**src/rtl/bsg_counter_set_en_ctrl_if.sv**
```systemverilog
// Configuration handshake and downstream counter bus for bsg_counter_set_en_ctrl.
// The slave side is the controller; the master side is the environment that
// supplies configurations and hosts the downstream set/enable counter.
interface bsg_counter_set_en_ctrl_if #(
    parameter int width_p = 3
);

    // configuration handshake
    logic               cfg_v_i;
    logic [width_p-1:0] cfg_start_i;
    logic [width_p-1:0] cfg_limit_i;
    logic               cfg_ready_o;

    // downstream counter control and returned count
    logic               set_o;
    logic [width_p-1:0] val_o;
    logic               en_o;
    logic [width_p-1:0] count_i;

    modport master (
        output cfg_v_i,
        output cfg_start_i,
        output cfg_limit_i,
        input  cfg_ready_o,
        input  set_o,
        input  val_o,
        input  en_o,
        output count_i
    );

    modport slave (
        input  cfg_v_i,
        input  cfg_start_i,
        input  cfg_limit_i,
        output cfg_ready_o,
        output set_o,
        output val_o,
        output en_o,
        input  count_i
    );

endinterface

```
**src/rtl/bsg_counter_set_en_ctrl.sv**
```systemverilog
// Controller that drives a downstream set/enable counter: loads a start value,
// issues prescaled increment strobes while run_i is high, and pulses hit_o and
// auto-reloads once the returned count equals the programmed limit.
// Outputs are combinational from state, registers and inputs so that the
// downstream counter reacts in the same cycle the decision is made.

// Property checker kept apart from the datapath.
module bsg_counter_set_en_ctrl_chk (
    input logic clk_i,
    input logic reset_i,
    input logic set_o,
    input logic en_o,
    input logic hit_o,
    input logic busy_o,
    input logic cfg_ready_o
);

    // load and increment strobes are mutually exclusive
    a_set_en_excl: assert property (@(posedge clk_i) disable iff (reset_i)
        !(set_o && en_o));

    // no strobes or hits while idle
    a_idle_quiet: assert property (@(posedge clk_i) disable iff (reset_i)
        !busy_o |-> !(set_o || en_o || hit_o));

    // configuration is never accepted while loading
    a_load_not_ready: assert property (@(posedge clk_i) disable iff (reset_i)
        set_o |-> !cfg_ready_o);

    // a terminal-count hit never coincides with an increment
    a_hit_no_en: assert property (@(posedge clk_i) disable iff (reset_i)
        hit_o |-> !en_o);

    // every hit is followed by a reload unless reset intervenes
    a_hit_reload: assert property (@(posedge clk_i) disable iff (reset_i)
        hit_o |=> (set_o || reset_i));

endmodule

module bsg_counter_set_en_ctrl #(
    parameter int width_p    = 3,
    parameter int prescale_p = 2
) (
    input  logic                       clk_i,
    input  logic                       reset_i,
    input  logic                       run_i,
    bsg_counter_set_en_ctrl_if.slave   ctrl_bus,
    output logic                       hit_o,
    output logic                       busy_o
);

    // A single-phase prescaler still needs a 1-bit register; it simply stays 0.
    localparam int ps_w_lp = (prescale_p > 1) ? $clog2(prescale_p) : 1;
    localparam logic [ps_w_lp-1:0] ps_last_lp = ps_w_lp'(prescale_p - 1);

    typedef enum logic [1:0] {
        IDLE = 2'd0,
        LOAD = 2'd1,
        RUN  = 2'd2
    } state_e;

    state_e               state_r;
    state_e               state_nxt_s;
    logic [width_p-1:0]   start_r;
    logic [width_p-1:0]   limit_r;
    logic [ps_w_lp-1:0]   ps_r;
    logic [ps_w_lp-1:0]   ps_nxt_s;

    logic                 cfg_ready_s;
    logic                 cfg_accept_s;
    logic                 at_limit_s;
    logic                 set_s;
    logic                 en_s;
    logic                 hit_s;

    // Loading is the only state that refuses a new configuration.
    assign cfg_ready_s  = (state_r != LOAD);
    assign cfg_accept_s = ctrl_bus.cfg_v_i & cfg_ready_s;

    // Terminal count compares the counter's registered value, so wrap-around
    // past the maximum value is handled naturally by the modulo arithmetic.
    assign at_limit_s   = (ctrl_bus.count_i == limit_r);

    // Next-state, prescaler and strobe decode; configuration accept wins last.
    always_comb begin
        state_nxt_s = state_r;
        ps_nxt_s    = ps_r;
        set_s       = 1'b0;
        en_s        = 1'b0;
        hit_s       = 1'b0;

        case (state_r)
            IDLE: begin
                state_nxt_s = IDLE;
            end

            LOAD: begin
                set_s       = 1'b1;
                ps_nxt_s    = {ps_w_lp{1'b0}};
                state_nxt_s = RUN;
            end

            RUN: begin
                if (at_limit_s) begin
                    // terminal count: report it and reload, independent of run_i
                    hit_s       = 1'b1;
                    state_nxt_s = LOAD;
                end else if (run_i) begin
                    en_s = (ps_r == ps_last_lp);
                    if (ps_r == ps_last_lp) begin
                        ps_nxt_s = {ps_w_lp{1'b0}};
                    end else begin
                        ps_nxt_s = ps_r + ps_w_lp'(1'b1);
                    end
                end else begin
                    // paused: prescale phase is frozen so it resumes unchanged
                    ps_nxt_s = ps_r;
                end
            end

            default: begin
                state_nxt_s = IDLE;
                ps_nxt_s    = {ps_w_lp{1'b0}};
            end
        endcase

        if (cfg_accept_s) begin
            state_nxt_s = LOAD;
        end else begin
            state_nxt_s = state_nxt_s;
        end
    end

    // FSM state register.
    always_ff @(posedge clk_i) begin
        if (reset_i) begin
            state_r <= IDLE;
        end else begin
            state_r <= state_nxt_s;
        end
    end

    // Prescale phase counter.
    always_ff @(posedge clk_i) begin
        if (reset_i) begin
            ps_r <= {ps_w_lp{1'b0}};
        end else begin
            ps_r <= ps_nxt_s;
        end
    end

    // Start/limit capture on every accepted configuration.
    always_ff @(posedge clk_i) begin
        if (reset_i) begin
            start_r <= {width_p{1'b0}};
            limit_r <= {width_p{1'b0}};
        end else if (cfg_accept_s) begin
            start_r <= ctrl_bus.cfg_start_i;
            limit_r <= ctrl_bus.cfg_limit_i;
        end else begin
            start_r <= start_r;
            limit_r <= limit_r;
        end
    end

    assign ctrl_bus.cfg_ready_o = cfg_ready_s;
    assign ctrl_bus.set_o       = set_s;
    assign ctrl_bus.val_o       = start_r;
    assign ctrl_bus.en_o        = en_s;
    assign hit_o                = hit_s;
    assign busy_o               = (state_r != IDLE);

    bsg_counter_set_en_ctrl_chk u_chk (
        .clk_i       (clk_i),
        .reset_i     (reset_i),
        .set_o       (set_s),
        .en_o        (en_s),
        .hit_o       (hit_s),
        .busy_o      (busy_o),
        .cfg_ready_o (cfg_ready_s)
    );

endmodule

```
**src/flat_wrapper.sv**
```systemverilog
// flat-port wrapper written by rule: the top's interface ports become plain ports
module bsg_counter_set_en_ctrl_flat 
#(
    parameter int width_p    = 3,
    parameter int prescale_p = 2
)
  (clk_i, reset_i, run_i, hit_o, busy_o, ctrl_bus_cfg_v_i, ctrl_bus_cfg_start_i, ctrl_bus_cfg_limit_i, ctrl_bus_cfg_ready_o, ctrl_bus_set_o, ctrl_bus_val_o, ctrl_bus_en_o, ctrl_bus_count_i);
  bsg_counter_set_en_ctrl_if #(.width_p(width_p)) ctrl_bus_i ();
  input  logic clk_i;
  input  logic reset_i;
  input  logic run_i;
  output logic hit_o;
  output logic busy_o;
  input wire logic [$bits(ctrl_bus_i.cfg_v_i)-1:0] ctrl_bus_cfg_v_i;
  input wire logic [$bits(ctrl_bus_i.cfg_start_i)-1:0] ctrl_bus_cfg_start_i;
  input wire logic [$bits(ctrl_bus_i.cfg_limit_i)-1:0] ctrl_bus_cfg_limit_i;
  output wire logic [$bits(ctrl_bus_i.cfg_ready_o)-1:0] ctrl_bus_cfg_ready_o;
  output wire logic [$bits(ctrl_bus_i.set_o)-1:0] ctrl_bus_set_o;
  output wire logic [$bits(ctrl_bus_i.val_o)-1:0] ctrl_bus_val_o;
  output wire logic [$bits(ctrl_bus_i.en_o)-1:0] ctrl_bus_en_o;
  input wire logic [$bits(ctrl_bus_i.count_i)-1:0] ctrl_bus_count_i;
  assign ctrl_bus_i.cfg_v_i = ctrl_bus_cfg_v_i;
  assign ctrl_bus_i.cfg_start_i = ctrl_bus_cfg_start_i;
  assign ctrl_bus_i.cfg_limit_i = ctrl_bus_cfg_limit_i;
  assign ctrl_bus_cfg_ready_o = ctrl_bus_i.cfg_ready_o;
  assign ctrl_bus_set_o = ctrl_bus_i.set_o;
  assign ctrl_bus_val_o = ctrl_bus_i.val_o;
  assign ctrl_bus_en_o = ctrl_bus_i.en_o;
  assign ctrl_bus_i.count_i = ctrl_bus_count_i;
  bsg_counter_set_en_ctrl #(.width_p(width_p), .prescale_p(prescale_p)) u_core (.clk_i(clk_i), .reset_i(reset_i), .run_i(run_i), .ctrl_bus(ctrl_bus_i), .hit_o(hit_o), .busy_o(busy_o));
endmodule
```
**config.mk**
```make
export PLATFORM = sky130hd
export DESIGN_NAME = bsg_counter_set_en_ctrl_flat
export DESIGN_NICKNAME = d
export VERILOG_FILES = /design/src/rtl/bsg_counter_set_en_ctrl_if.sv /design/src/rtl/bsg_counter_set_en_ctrl.sv /design/src/flat_wrapper.sv
export SDC_FILE = /design/constraint.sdc
export NUM_CORES = 1
export LEC_CHECK = 0
export ABC_AREA = 1
export ABC_CLOCK_PERIOD_IN_PS = 1050
export CORE_MARGIN = 1
export CORE_UTILIZATION = 35
export DETAILED_ROUTE_END_ITERATION = 10
export PLACE_DENSITY = 0.72
export SKIP_LAST_GASP = 1
export SYNTH_ARGS = -nofsm -noshare
export SYNTH_HDL_FRONTEND = slang
export SYNTH_SLANG_ARGS = --single-unit
```
**constraint.sdc**
```tcl
create_clock -name clk_i -period 1.05 [get_ports clk_i]
set_input_delay 0.21 -clock clk_i [delete_from_list [all_inputs] [get_ports clk_i]]
set_output_delay 0.21 -clock clk_i [all_outputs]
set_load 0.02 [all_outputs]
```
==> results.sh, run 1 <==
export IMPL_status="complete, but fails checks"
export IMPL_violations="setup timing"
export IMPL_finalSetupViolCount=14
export IMPL_drc=0
export IMPL_grt_overflow=0
export IMPL_r2r_end="u_core.ctrl_bus.val_o[1]$_SDFFE_PP0P_"
export IMPL_min_period_ns=1.383
export IMPL_end_kind="output port"
export IMPL_slowest_stage="dfxtp_2"
export IMPL_finClkSkew_ns=0.005771
export IMPL_place_inst=105
export IMPL_syn_avg_cell_area_sq_um=7.548
export IMPL_syn_num_nets=75
export IMPL_reg2reg_depth=9
export IMPL_grt_pass1_vias=523
export IMPL_drv_cap=0
export IMPL_power_density_mw_per_mm2=1061
export IMPL_dp_hpwl_um=842.4
export IMPL_port_buffers=20
export IMPL_syn_area_sq_um=467.9
export IMPL_yosysUniqueCellTypes=19
export IMPL_setup_slack_ns=-0.3334
export IMPL_intPower_w=0.0006928
export IMPL_swShare_pct=31.60
export IMPL_irDropWorstVdd_v=0.0008430
export IMPL_clkPwrFrac_pct=27.0
export IMPL_drv_slew=0
export IMPL_vias=556
export IMPL_post_drt_wl_per_cell_um=12.32
export IMPL_reg2reg_slack_ns=-0.16
export IMPL_seq_area_sq_um=188.9
export IMPL_cp_slowest_stage_delay_ns=0.34
export IMPL_path_class="reg -> out"
export IMPL_area_delta_synth_final_pct=104.0
export IMPL_fmax_mhz=722.8
export IMPL_combPwrFrac_pct=34.3
export IMPL_yosys_warnings=0
export IMPL_path_common_cell="nand2_2"
export IMPL_finalSetupTns_ns=-2.175
export IMPL_cp_max_fo=2
export IMPL_p_sw_w=0.0003201
export IMPL_ys_seq_area_share_pct=38.50
export IMPL_synth_area_top_cells="dfxtp_1, nand2_1, nor2_1"
export IMPL_critPathLaunchType="register"
export IMPL_crit_buf_inv=2
export IMPL_drt_pass1_iterations=4
export IMPL_yosys_area_top_type_share_pct=38.50
export IMPL_drive_above_1_share_pct=62.75
export IMPL_multi_input_area_sq_um=335.3
export IMPL_synth_top_area_cell="dfxtp_1"
export IMPL_cts_hold_buf=0
export IMPL_period_share_pct=131.8
export IMPL_ys_seq_elements=9
export IMPL_rows=12
export IMPL_root_buffer="clkbuf_4"
export IMPL_wl_um=1429
export IMPL_fp_coreArea_sq_mm=0.001171
export IMPL_dieArea_sq_mm=0.001487
export IMPL_grt_start_max_net_pins=9
export IMPL_instances_no_fill=116
export IMPL_hold_viol=0
export IMPL_die_w_um=38.57
export IMPL_arrival_ns=1.17
export IMPL_avgViaCountPerCell=4.793
export IMPL_nets=116
export IMPL_cts_buffers=3
export IMPL_final_common_cell="buf_4"
export IMPL_holdPathEnd="u_core.ps_r$_SDFFE_PP0P_"
export IMPL_cts_tree="built"
export IMPL_final_cell_mix="buf_4, clkdlybuf4s50_1, buf_6, nor2_1"
export IMPL_gp_congestion=0.6624
export IMPL_r2r_start="u_core.state_r[0]$_SDFFE_PP0P_"
export IMPL_sequentialPowerShare_pct=38.8
export IMPL_grt_pass1_wl_um=2021
export IMPL_htreeDepth=1
export IMPL_clockBufferDepth=2
export IMPL_start_util_pct=39.96
export IMPL_clock_sinks=9
export IMPL_clkTransAtPathRegs_ns=0.06
export IMPL_holdPathStages=2
export IMPL_clk_latency_ns=0.26
export IMPL_hp_start="u_core.ps_r$_SDFFE_PP0P_"
export IMPL_worstPathCellList="inv_2 > nand2_2 > nand2_2 > nand3_2 > nand2_2 > nor3_4 > buf_6"
export IMPL_drt_iter0_drc=2
export IMPL_maxSlewHeadroom_pct=75.44
export IMPL_hold_path_class="reg -> reg"
export IMPL_tightest_slew_ns=0.3672
export IMPL_crit_family="simple AND/OR/NAND/NOR gates"
export IMPL_ios=21
export IMPL_rsz0062_at_grt="true"
export IMPL_fill_cells=77
export IMPL_syn_inst=62
export IMPL_die_h_um=38.57
export IMPL_antenna_found_initial=0
export IMPL_ant_nets=0
export IMPL_n_antenna_cell=0
export IMPL_p_leak_nw=0.4385
export IMPL_required_ns=0.84
export IMPL_grt_util_all_layers_pct=21.02
## metrics by stage
stage | setup WS, ns | util, % | hold WS, ns | area, sq um | total power, W
floorplan | -0.04197 | - | 0.2717 | 483.0 | 0.0005257
global placement | -0.9095 | 65.28 | 0.4647 | 764.5 | 0.0006456
detailed placement | -0.9451 | 65.28 | 0.4771 | 764.5 | 0.0006524
CTS | -0.3881 | 73.61 | 0.4912 | 862.1 | 0.0009654
global route | -0.3971 | 81.52 | 0.5095 | 954.7 | 0.001068
finish | -0.3334 | 81.52 | 0.4922 | 954.7 | 0.001013
## worst max path at each step
| stage | slack (ns) | depth (start not counted) | startpoint | endpoint |
|---|---|---|---|---|
| 2_1_floorplan | -0.04 | 4 | u_core.state_r[1]$_SDFFE_PP0P_ | ctrl_bus_en_o |
| 3_3_place_gp | -0.91 | 8 | ctrl_bus_count_i[0] | ctrl_bus_en_o |
| 3_5_place_dp | -0.95 | 8 | ctrl_bus_count_i[0] | ctrl_bus_en_o |
| 4_1_cts | -0.39 | 7 | u_core.limit_r[0]$_SDFFE_PP0P_ | ctrl_bus_en_o |
| 5_1_grt | -0.40 | 7 | u_core.limit_r[0]$_SDFFE_PP0P_ | ctrl_bus_en_o |
| 6_report | -0.33 | 7 | u_core.limit_r[0]$_SDFFE_PP0P_ | ctrl_bus_en_o |
## area by class of cell
class	instances	area share, %
clock buffer	4	2.752
tap	14	1.835
sequential	9	19.79
inverter	12	6.291
multi-input combinational	41	35.12
timing repair buffer	36	34.21
## logic make-up after synthesis
| group | count (synthesis) | share of synthesized area [%] |
|---|---|---|
| xor+xnor | 1 | 3.477 |
| flops | 9 | 38.50 |
| compound gates | 12 | 16.85 |
| simple gates | 27 | 29.14 |
| buf+inv | 13 | 12.03 |
## per-layer routing
metal	GRT usage [%]	vias to the layer above	wire length [um]
li1	-	273	-
met2	38.75	21	862
met3	6.395	2	81
met4	10.34	0	22
met1	20.73	260	463
met5	0	-	0
## flip-flops by register name (all words and copies together), names as in the netlist
| name | cells |
|---|---|
| u_core.ctrl_bus.val_o | 3 |
| u_core.ps_r | 1 |
| u_core.limit_r | 3 |
| u_core.state_r | 2 |
## power groups by stage
| stage | Clock [W] | Combinational, W | Sequential [W] |
|---|---|---|---|
| 2_1_floorplan | 0 | 0.000124 | 0.000402 |
| 4_1_cts | 0.000281 | 0.000299 | 0.000386 |
| 3_5_place_dp | 0 | 0.000262 | 0.000391 |
| 6_report | 0.000273 | 0.000347 | 0.000393 |
| 3_3_place_gp | 0 | 0.000256 | 0.000389 |
| 5_1_grt | 0.000300 | 0.000373 | 0.000395 |
## what timing repair did
action,4_1_cts,5_1_grt
resized for setup,61,22
endpoints found under the setup margin,17,14
gates cloned,1,0
setup buffers,4,2
pin swaps,8,15
## worst register-to-register path: stages, from the launching register on
cell and delay [ns]:
dfxtp_4 0.37, buf_6 0.10, inv_6 0.04, nor2_4 0.12, inv_4 0.06, buf_8 0.14
nand2_8 0.09, inv_8 0.06, nor2_4 0.09, nor2_1 0.04
## cell usage after synthesis
cell and n:
nand2_1 11, dfxtp_1 9, nor2_1 9, inv_1 8, inv_2 4, o21ai_1 4
a21oi_2 3, a21oi_1 2, o21ai_2 2, buf_6 1, nand2_4 1, nand3_1 1
nand3_2 1, nand4_2 1, nor2_2 1, nor2_4 1, nor3_1 1, o21ai_0 1
xnor2_2 1
(Power assumes the default switching activity.)
==> run 2: changes to the inputs <==
SETUP_SLACK_MARGIN = 0.4   (was not set)
==> run 2 against run 1 <==
The run still ends with setup timing left. Clock skew shrank 0.0027 ns. Clock-buffer cell count unchanged. Combinational power up 8.9%. Sequential power hardly changed. Critical endpoint unchanged. Highest routed layer unchanged.
==> results.sh, run 2 (synthesized netlist as in run 1, its figures left out) <==
export IMPL_status="complete, but fails checks"
export IMPL_violations="setup timing"
export IMPL_post_drt_wl_per_cell_um=12.14
export IMPL_drt_iter0_drc=13
export IMPL_gp_congestion=0.6664
export IMPL_avgViaCountPerCell=4.716
export IMPL_clock_sinks=9
export IMPL_die_h_um=38.57
export IMPL_drv_cap=0
export IMPL_rsz0062_at_grt="true"
export IMPL_finalSetupViolCount=14
export IMPL_fill_cells=52
export IMPL_grt_overflow=0
export IMPL_clkTransAtPathRegs_ns=0.07
export IMPL_drive_above_1_share_pct=65.69
export IMPL_rows=12
export IMPL_instances_no_fill=116
export IMPL_arrival_ns=1.21
export IMPL_cts_tree="built"
export IMPL_irDropWorstVdd_v=0.0007446
export IMPL_fmax_mhz=705.7
export IMPL_start_util_pct=39.96
export IMPL_port_buffers=20
export IMPL_critPathLaunchType="register"
export IMPL_dp_hpwl_um=795.8
export IMPL_end_kind="output port"
export IMPL_tightest_slew_ns=0.4232
export IMPL_required_ns=0.84
export IMPL_ios=21
export IMPL_cts_buffers=3
export IMPL_nets=116
export IMPL_grt_pass1_wl_um=1973
export IMPL_path_class="reg -> out"
export IMPL_n_antenna_cell=0
export IMPL_area_delta_synth_final_pct=114.7
export IMPL_period_share_pct=135.0
export IMPL_clockBufferDepth=2
export IMPL_vias=547
export IMPL_wl_um=1408
export IMPL_grt_pass1_vias=501
export IMPL_drc=0
export IMPL_maxSlewHeadroom_pct=71.70
export IMPL_ant_nets=0
export IMPL_power_total_w=0.001068
export IMPL_clk_latency_ns=0.27
export IMPL_hold_viol=0
export IMPL_final_common_cell="buf_6"
export IMPL_fp_coreArea_sq_mm=0.001171
export IMPL_antenna_found_initial=0
export IMPL_min_period_ns=1.417
export IMPL_dieArea_sq_mm=0.001487
export IMPL_hold_path_class="reg -> reg"
export IMPL_power_density_mw_per_mm2=1063
export IMPL_root_buffer="clkbuf_4"
export IMPL_place_inst=107
export IMPL_drt_pass1_iterations=4
export IMPL_htreeDepth=1
export IMPL_drv_slew=0
export IMPL_grt_start_max_net_pins=9
export IMPL_finClkSkew_ns=0.003028
export IMPL_p_leak_nw=0.4439
export IMPL_grt_util_all_layers_pct=20.46
export IMPL_die_w_um=38.57
export IMPL_cp_max_fo=2
export IMPL_setup_slack_ns=-0.3671
export IMPL_final_cell_mix="buf_6, clkdlybuf4s50_1, buf_4, nor2_1, dfxtp_2"
## run 2: critical path: stages (launching register included)
cell and delay, ns:
dfxtp_2 0.35, xnor2_4 0.20, nand3_2 0.10, nand2_2 0.12
nor3_4 0.04, buf_6 0.12
## run 2: area by class of cell
type	count	area (sq um)	area share, %
clock buffers	4	26.28	2.615
inverters	12	60.06	5.978
multi-input cells	41	351.6	34.99
flip-flops and latches	9	192.7	19.18
well taps	14	17.52	1.743
repair buffers	36	356.6	35.49
## run 2: metal layers
layer	vias up	share of wire [%]	GRT usage [%]
met1	243	37	21.58
met5	-	0	0
met3	7	5.8	3.488
met2	25	54	35.42
met4	0	3.2	15.52
li1	272	-	-
## run 2: path summary, 6_finish.rpt
path | to | from | slack (ns) | depth (start not counted)
setup / recovery | ctrl_bus_en_o | u_core.limit_r[1]$_SDFFE_PP0P_ | -0.37 | 5
hold / removal | u_core.ctrl_bus.val_o[1]$_SDFFE_PP0P_ | u_core.ctrl_bus.val_o[1]$_SDFFE_PP0P_ | 0.49 | 2
setup reg to reg | u_core.limit_r[1]$_SDFFE_PP0P_ | u_core.state_r[0]$_SDFFE_PP0P_ | -0.24 | 10
hold reg to reg | u_core.ctrl_bus.val_o[1]$_SDFFE_PP0P_ | u_core.ctrl_bus.val_o[1]$_SDFFE_PP0P_ | 0.49 | 2
## run 2: through the flow
stage	setup slack, ns	area (sq um)	setup TNS (ns)	hold slack [ns]	util (%)
after CTS	-0.3709	907.1	-2.733	0.4923	77.46
after global placement	-0.9065	792.0	-4.677	0.4630	67.63
after global routing	-0.4433	1005	-3.916	0.5057	85.79
after detailed placement	-0.9120	792.0	-4.935	0.4754	67.63
after floorplan	-0.02083	495.5	-0.04146	0.2651	-
final	-0.3671	1005	-3.282	0.4888	85.79
## run 2: timing repair
action                     in CTS  in global routing
resized for setup              73                 19
cloned                          1                  0
pin swaps                       7                 10
hold buffers                    0                  0
setup endpoints to repair      17                 17
setup buffers                   2                  2
## run 2: power breakdown
part | internal [W] | total, W | switching, W
Sequential | 0.000371 | 0.000396 | 0.0000243
Combinational | 0.000198 | 0.000378 | 0.000180
Clock | 0.000147 | 0.000294 | 0.000147
Total | 0.000717 | 0.00107 | 0.000351
